**config.mk**
```make
export PLATFORM = sky130hd
export DESIGN_NAME = sipo_frame_rx
export DESIGN_NICKNAME = d
export VERILOG_FILES = /design/src/rtl/sipo_pkg.sv /design/src/rtl/rx_out_buf.sv /design/src/rtl/sipo_frame_rx.sv
export SDC_FILE = /design/constraint.sdc
export NUM_CORES = 1
export LEC_CHECK = 0
export CAP_MARGIN = 30
export CORE_MARGIN = 4
export CORE_UTILIZATION = 24
export CTS_CLUSTER_SIZE = 30
export DETAILED_ROUTE_END_ITERATION = 10
export SYNTH_ARGS = -nofsm -noshare
export SYNTH_HDL_FRONTEND = slang
export SYNTH_SLANG_ARGS = --single-unit
```
**constraint.sdc**
```tcl
create_clock -name clk -period 2.03 [get_ports clk]
set_input_delay 0.406 -clock clk [delete_from_list [all_inputs] [get_ports clk]]
set_output_delay 0.406 -clock clk [all_outputs]
set_load 0.005 [all_outputs]
```
**src/rtl/sipo_pkg.sv**
```systemverilog
// Shared types and line-level constants for the serial frame receiver.
package sipo_pkg;

    typedef enum logic [1:0] {
        IDLE   = 2'd0,
        DATA   = 2'd1,
        PARITY = 2'd2,
        STOP   = 2'd3
    } rx_state_t;

    localparam logic START_BIT  = 1'b0;
    localparam logic STOP_BIT   = 1'b1;
    localparam logic IDLE_LEVEL = 1'b1;

endpackage

```
**src/rtl/rx_out_buf.sv**
```systemverilog
// One-entry valid/ready holding register; flags overrun when a word arrives
// while the previous one is still unconsumed.
module rx_out_buf #(
    parameter int unsigned WIDTH = 8
) (
    input  logic             clk,
    input  logic             rst_n,
    input  logic             load,
    input  logic [WIDTH-1:0] din,
    input  logic             din_perr,
    output logic [WIDTH-1:0] dout,
    output logic             dout_perr,
    output logic             dout_valid,
    input  logic             dout_ready,
    output logic             overrun
);

    always_ff @(posedge clk or negedge rst_n) begin
        if (!rst_n) begin
            dout       <= '0;
            dout_perr  <= 1'b0;
            dout_valid <= 1'b0;
            overrun    <= 1'b0;
        end else begin
            overrun <= 1'b0;
            if (load) begin
                // A same-cycle handshake frees the slot for the incoming word
                if (!dout_valid || dout_ready) begin
                    dout       <= din;
                    dout_perr  <= din_perr;
                    dout_valid <= 1'b1;
                end else begin
                    overrun <= 1'b1;
                end
            end else if (dout_valid && dout_ready) begin
                dout_valid <= 1'b0;
            end
        end
    end

endmodule

```
**src/rtl/sipo_frame_rx.sv**
```systemverilog
// Serial-to-parallel frame receiver: start bit, WIDTH data bits, optional
// even parity, stop bit; completed words go to a one-entry output buffer.
module sipo_frame_rx
    import sipo_pkg::*;
#(
    parameter int unsigned WIDTH     = 8,
    parameter bit          PARITY_EN = 1'b1,
    parameter bit          MSB_FIRST = 1'b0
) (
    input  logic             clk,
    input  logic             rst_n,
    input  logic             sin,
    input  logic             bit_en,
    output logic [WIDTH-1:0] dout,
    output logic             dout_perr,
    output logic             dout_valid,
    input  logic             dout_ready,
    output logic             frame_err,
    output logic             overrun,
    output logic             busy
);

    localparam int unsigned     CNT_W    = $clog2(WIDTH);
    localparam logic [CNT_W-1:0] LAST_BIT = CNT_W'(WIDTH - 1);

    rx_state_t        state, state_nx;
    logic [CNT_W-1:0] cnt;
    logic [WIDTH-1:0] sr, sr_shift;
    logic             perr;
    logic             word_done, stop_bad;

    always_ff @(posedge clk or negedge rst_n) begin
        if (!rst_n) state <= IDLE;
        else        state <= state_nx;
    end

    always_comb begin
        state_nx  = state;
        word_done = 1'b0;
        stop_bad  = 1'b0;
        if (bit_en) begin
            case (state)
                IDLE:   if (sin == START_BIT) state_nx = DATA;
                DATA:   if (cnt == LAST_BIT)  state_nx = PARITY_EN ? PARITY : STOP;
                PARITY: state_nx = STOP;
                STOP: begin
                    state_nx = IDLE;
                    if (sin == STOP_BIT) word_done = 1'b1;
                    else                 stop_bad  = 1'b1;
                end
            endcase
        end
    end

    always_comb begin
        if (MSB_FIRST) sr_shift = {sr[WIDTH-2:0], sin};
        else           sr_shift = {sin, sr[WIDTH-1:1]};
    end

    always_ff @(posedge clk or negedge rst_n) begin
        if (!rst_n) begin
            cnt       <= '0;
            sr        <= '0;
            perr      <= 1'b0;
            frame_err <= 1'b0;
        end else begin
            frame_err <= stop_bad;
            if (bit_en) begin
                case (state)
                    IDLE: if (sin == START_BIT) begin
                        cnt  <= '0;
                        perr <= 1'b0;
                    end
                    DATA: begin
                        sr  <= sr_shift;
                        cnt <= cnt + 1'b1;
                    end
                    PARITY: perr <= (^sr) ^ sin;
                    default: ;
                endcase
            end
        end
    end

    assign busy = (state != IDLE);

    rx_out_buf #(
        .WIDTH (WIDTH)
    ) u_out_buf (
        .clk        (clk),
        .rst_n      (rst_n),
        .load       (word_done),
        .din        (sr),
        .din_perr   (PARITY_EN ? perr : 1'b0),
        .dout       (dout),
        .dout_perr  (dout_perr),
        .dout_valid (dout_valid),
        .dout_ready (dout_ready),
        .overrun    (overrun)
    );

    // A framing error never loads the buffer, so the two pulses are exclusive
    a_err_exclusive: assert property (@(posedge clk) disable iff (!rst_n)
        !(frame_err && overrun));

endmodule

```
==> results of run 1 <==
-- kinds of logic (layout without fill, tap and decap cells) --
logic type	after synthesis	count (layout)
flops	26	26
xor+xnor	7	7
compound gates	9	9
mux	18	18
simple gates	11	11
fa+ha+maj	7	7
buf+inv	5	27
-- flip-flops by register name, indices dropped and copies added (netlist names) --
| register | count |
|---|---|
| u_out_buf.dout_valid | 1 |
| u_out_buf.dout | 8 |
| frame_err | 1 |
| u_out_buf.overrun | 1 |
| cnt | 3 |
| u_out_buf.dout_perr | 1 |
| sr | 8 |
| perr | 1 |
| state | 2 |
-- per-layer routing --
| layer | up-vias | track usage | wire, um |
|---|---|---|---|
| met3 | 2 | 0.0164 | 73 |
| met2 | 13 | 0.117 | 930 |
| li1 | 336 | - | - |
| met4 | 0 | 0.0160 | 8 |
| met5 | - | 0 | 0 |
| met1 | 336 | 0.0848 | 924 |
-- cells in the final DEF (no fill, tap or decap), drive strengths merged --
cell and n:
a21oi 1, nor3 1, o21ai 4, buf 3, ha 7, inv 4, a21boi 1, a32o 3
xor2 1, dfrtp 26, nand2 5, clkbuf 3, nand2b 1, nor2b 1, xnor3 1, mux2 18
nor2 2, nand3 1, xnor2 5, clkdlybuf4s50 17
-- through the flow --
| step | instance area (um^2) | utilization | setup WS [ns] | power, mW |
|---|---|---|---|---|
| 6_report | 1450 | 0.323 | 0.114 | 2.23 |
| 2_1_floorplan | 1150 | - | 0.496 | 1.58 |
| 4_1_cts | 1440 | 0.320 | 0.0145 | 2.25 |
| 3_3_place_gp | 1400 | 0.311 | 0.120 | 1.93 |
| 3_5_place_dp | 1400 | 0.311 | 0.0703 | 1.96 |
| 5_1_grt | 1450 | 0.323 | 0.0211 | 2.41 |
-- worst max-delay path by stage --
stage                          end  cells past startpoint  startpoint
after global placement    state[1]                      4      bit_en
after detailed placement  state[1]                      4      bit_en
after floorplan           state[1]                      5    state[0]
final                         busy                      4    state[1]
after global routing          busy                      4    state[1]
after CTS                     busy                      4    state[0]
-- area by class of cell --
cell class / instances / area [um^2]
clock buffer: 3 / 41.3
timing repair buffer: 20 / 193
multi-input combinational: 52 / 489
fill: 446 / 3050
sequential: 26 / 651
tap: 52 / 65.1
inverter: 4 / 15.0
-- synthesized netlist by cell type --
master / count / area share
inv_1: 4 / 0.013
nor2b_1: 1 / 0.0055
mux2_2: 18 / 0.18
xnor2_1: 5 / 0.038
nand3_1: 1 / 0.0044
xnor3_1: 1 / 0.020
buf_2: 1 / 0.0044
nor3_1: 1 / 0.0044
o21ai_0: 3 / 0.013
a32o_1: 3 / 0.026
a21oi_1: 1 / 0.0044
o21ai_1: 1 / 0.0044
xor2_1: 1 / 0.0076
dfrtp_1: 26 / 0.57
a21boi_1: 1 / 0.0065
ha_1: 7 / 0.076
nor2_1: 2 / 0.0065
nand2b_1: 1 / 0.0055
nand2_1: 5 / 0.016
-- power by group --
group	internal (mW)	leakage (nW)	total [mW]	switching, mW
combinational	0.661	0.299	1.03	0.371
clock	0.132	0.0216	0.277	0.144
sequential	0.749	0.324	0.920	0.171
total	1.54	0.645	2.23	0.686
-- worst max-delay path, cell delays in order, from the launching register on --
cell             delay [ns]
dfrtp_1                0.40
inv_1                  0.12
ha_4                   0.19
inv_1                  0.05
clkdlybuf4s50_1        0.49
==> reports/summary.txt, run 1 <==
Startpoint Class = register
Synth Area in Adders = 0.0763
DRT iter0 DRCs = 39
Cell Pwr Density = 1530 nW/um^2
Die H = 77.1 um
CTS tree = done
CP max FO = 4
Post-Route WL = 1.94 mm
critical path data arrival time = 1.51 ns
grt ovf = 0
post-synthesis cell type count = 19
Ys Warns = 0
Synth Area in Simple Gates = 0.0425
Req. time, crit path = 1.62 ns
fin cells = 157
RR Endpoint = cnt[1]
area delta synth->final = 26.7%
clk buf depth = 2
Worst Clk Skew = 0.00817 ns
Root Driver = clkbuf_8
DP HPWL = 1.48 mm
initial antenna violation count = 0
worst-margin pin slew = 0.468 ns
CTS Buf Count = 3
Final Cycle Share = 0.944
mux cell area share after synthesis = 0.177
post-route setup TNS = 0 ns
post-DR wirelength/cell = 12.3 um
vias in the first global route = 701
leakage = 0.645 nW
Synth Area in XOR/XNOR = 0.0654
CP Class = register to primary output
synthesized net count = 95
Slew Limit Headroom = 0.688
post-synthesis compound-gate area fraction = 0.0545
Peak Freq = 522 MHz
Worst-path clk slew = 0.09 ns
CTS resizes = 0
Final Hold Viols = 0
ratio of cells with drive above 1 in the final layout = 0.238
reg2reg path depth = 5
largest family of logic cells by synthesized area = multiplexers
Syn Inst Count = 83
placed cells = 154
gr usage total = 0.0677
Slew Viols, Final = 0
unrepaired setup endpoints after global routing = no
HP Class = primary input to async pin
Antenna Diode Count = 0
# rows = 24
Mean Syn Cell Area = 13.8 um^2
largest net degree at the start of global routing = 27
flops & latches, synth = 26
nets@finish = 119
Final Critical Period = 1.92 ns
hold slack = 0.497 ns
Routed Antenna Nets = 0
PortBufs = 17
Worst-Skew Late Latency = 0.26 ns
max cap viols = 0
IO Count = 18
via count = 687
routability cong. = 0.747
status = finished clean
# hold bufs at CTS = 0
H-tree Lvls = 1
die area = 5950 um^2
residual DRC count = 0
DR pass1 iterations = 4
setup bufs post-CTS = 0
Die X = 77.1 um
first-pass GRT wire length = 3.28 mm
Peak supply drop = 0.358 mV
R2R Setup Slk = 0.30 ns
Seq/Total Area, Yosys = 0.567
netlist area before placement = 1150 um^2
Starting Density = 0.255
Worst setup EP type = primary output
Core Region = 4500 um^2
vias per inst = 4.38
# setup viols final = 0
FF-to-FF Start = state[1]
CTS sink cnt = 26
(Power assumes the default switching activity.)
==> inputs of run 2 (changes only) <==
- GPL_ROUTABILITY_DRIVEN: default -> 0
==> results of run 2 <==
Final layout, timing and power as in run 1 (identical DEF).
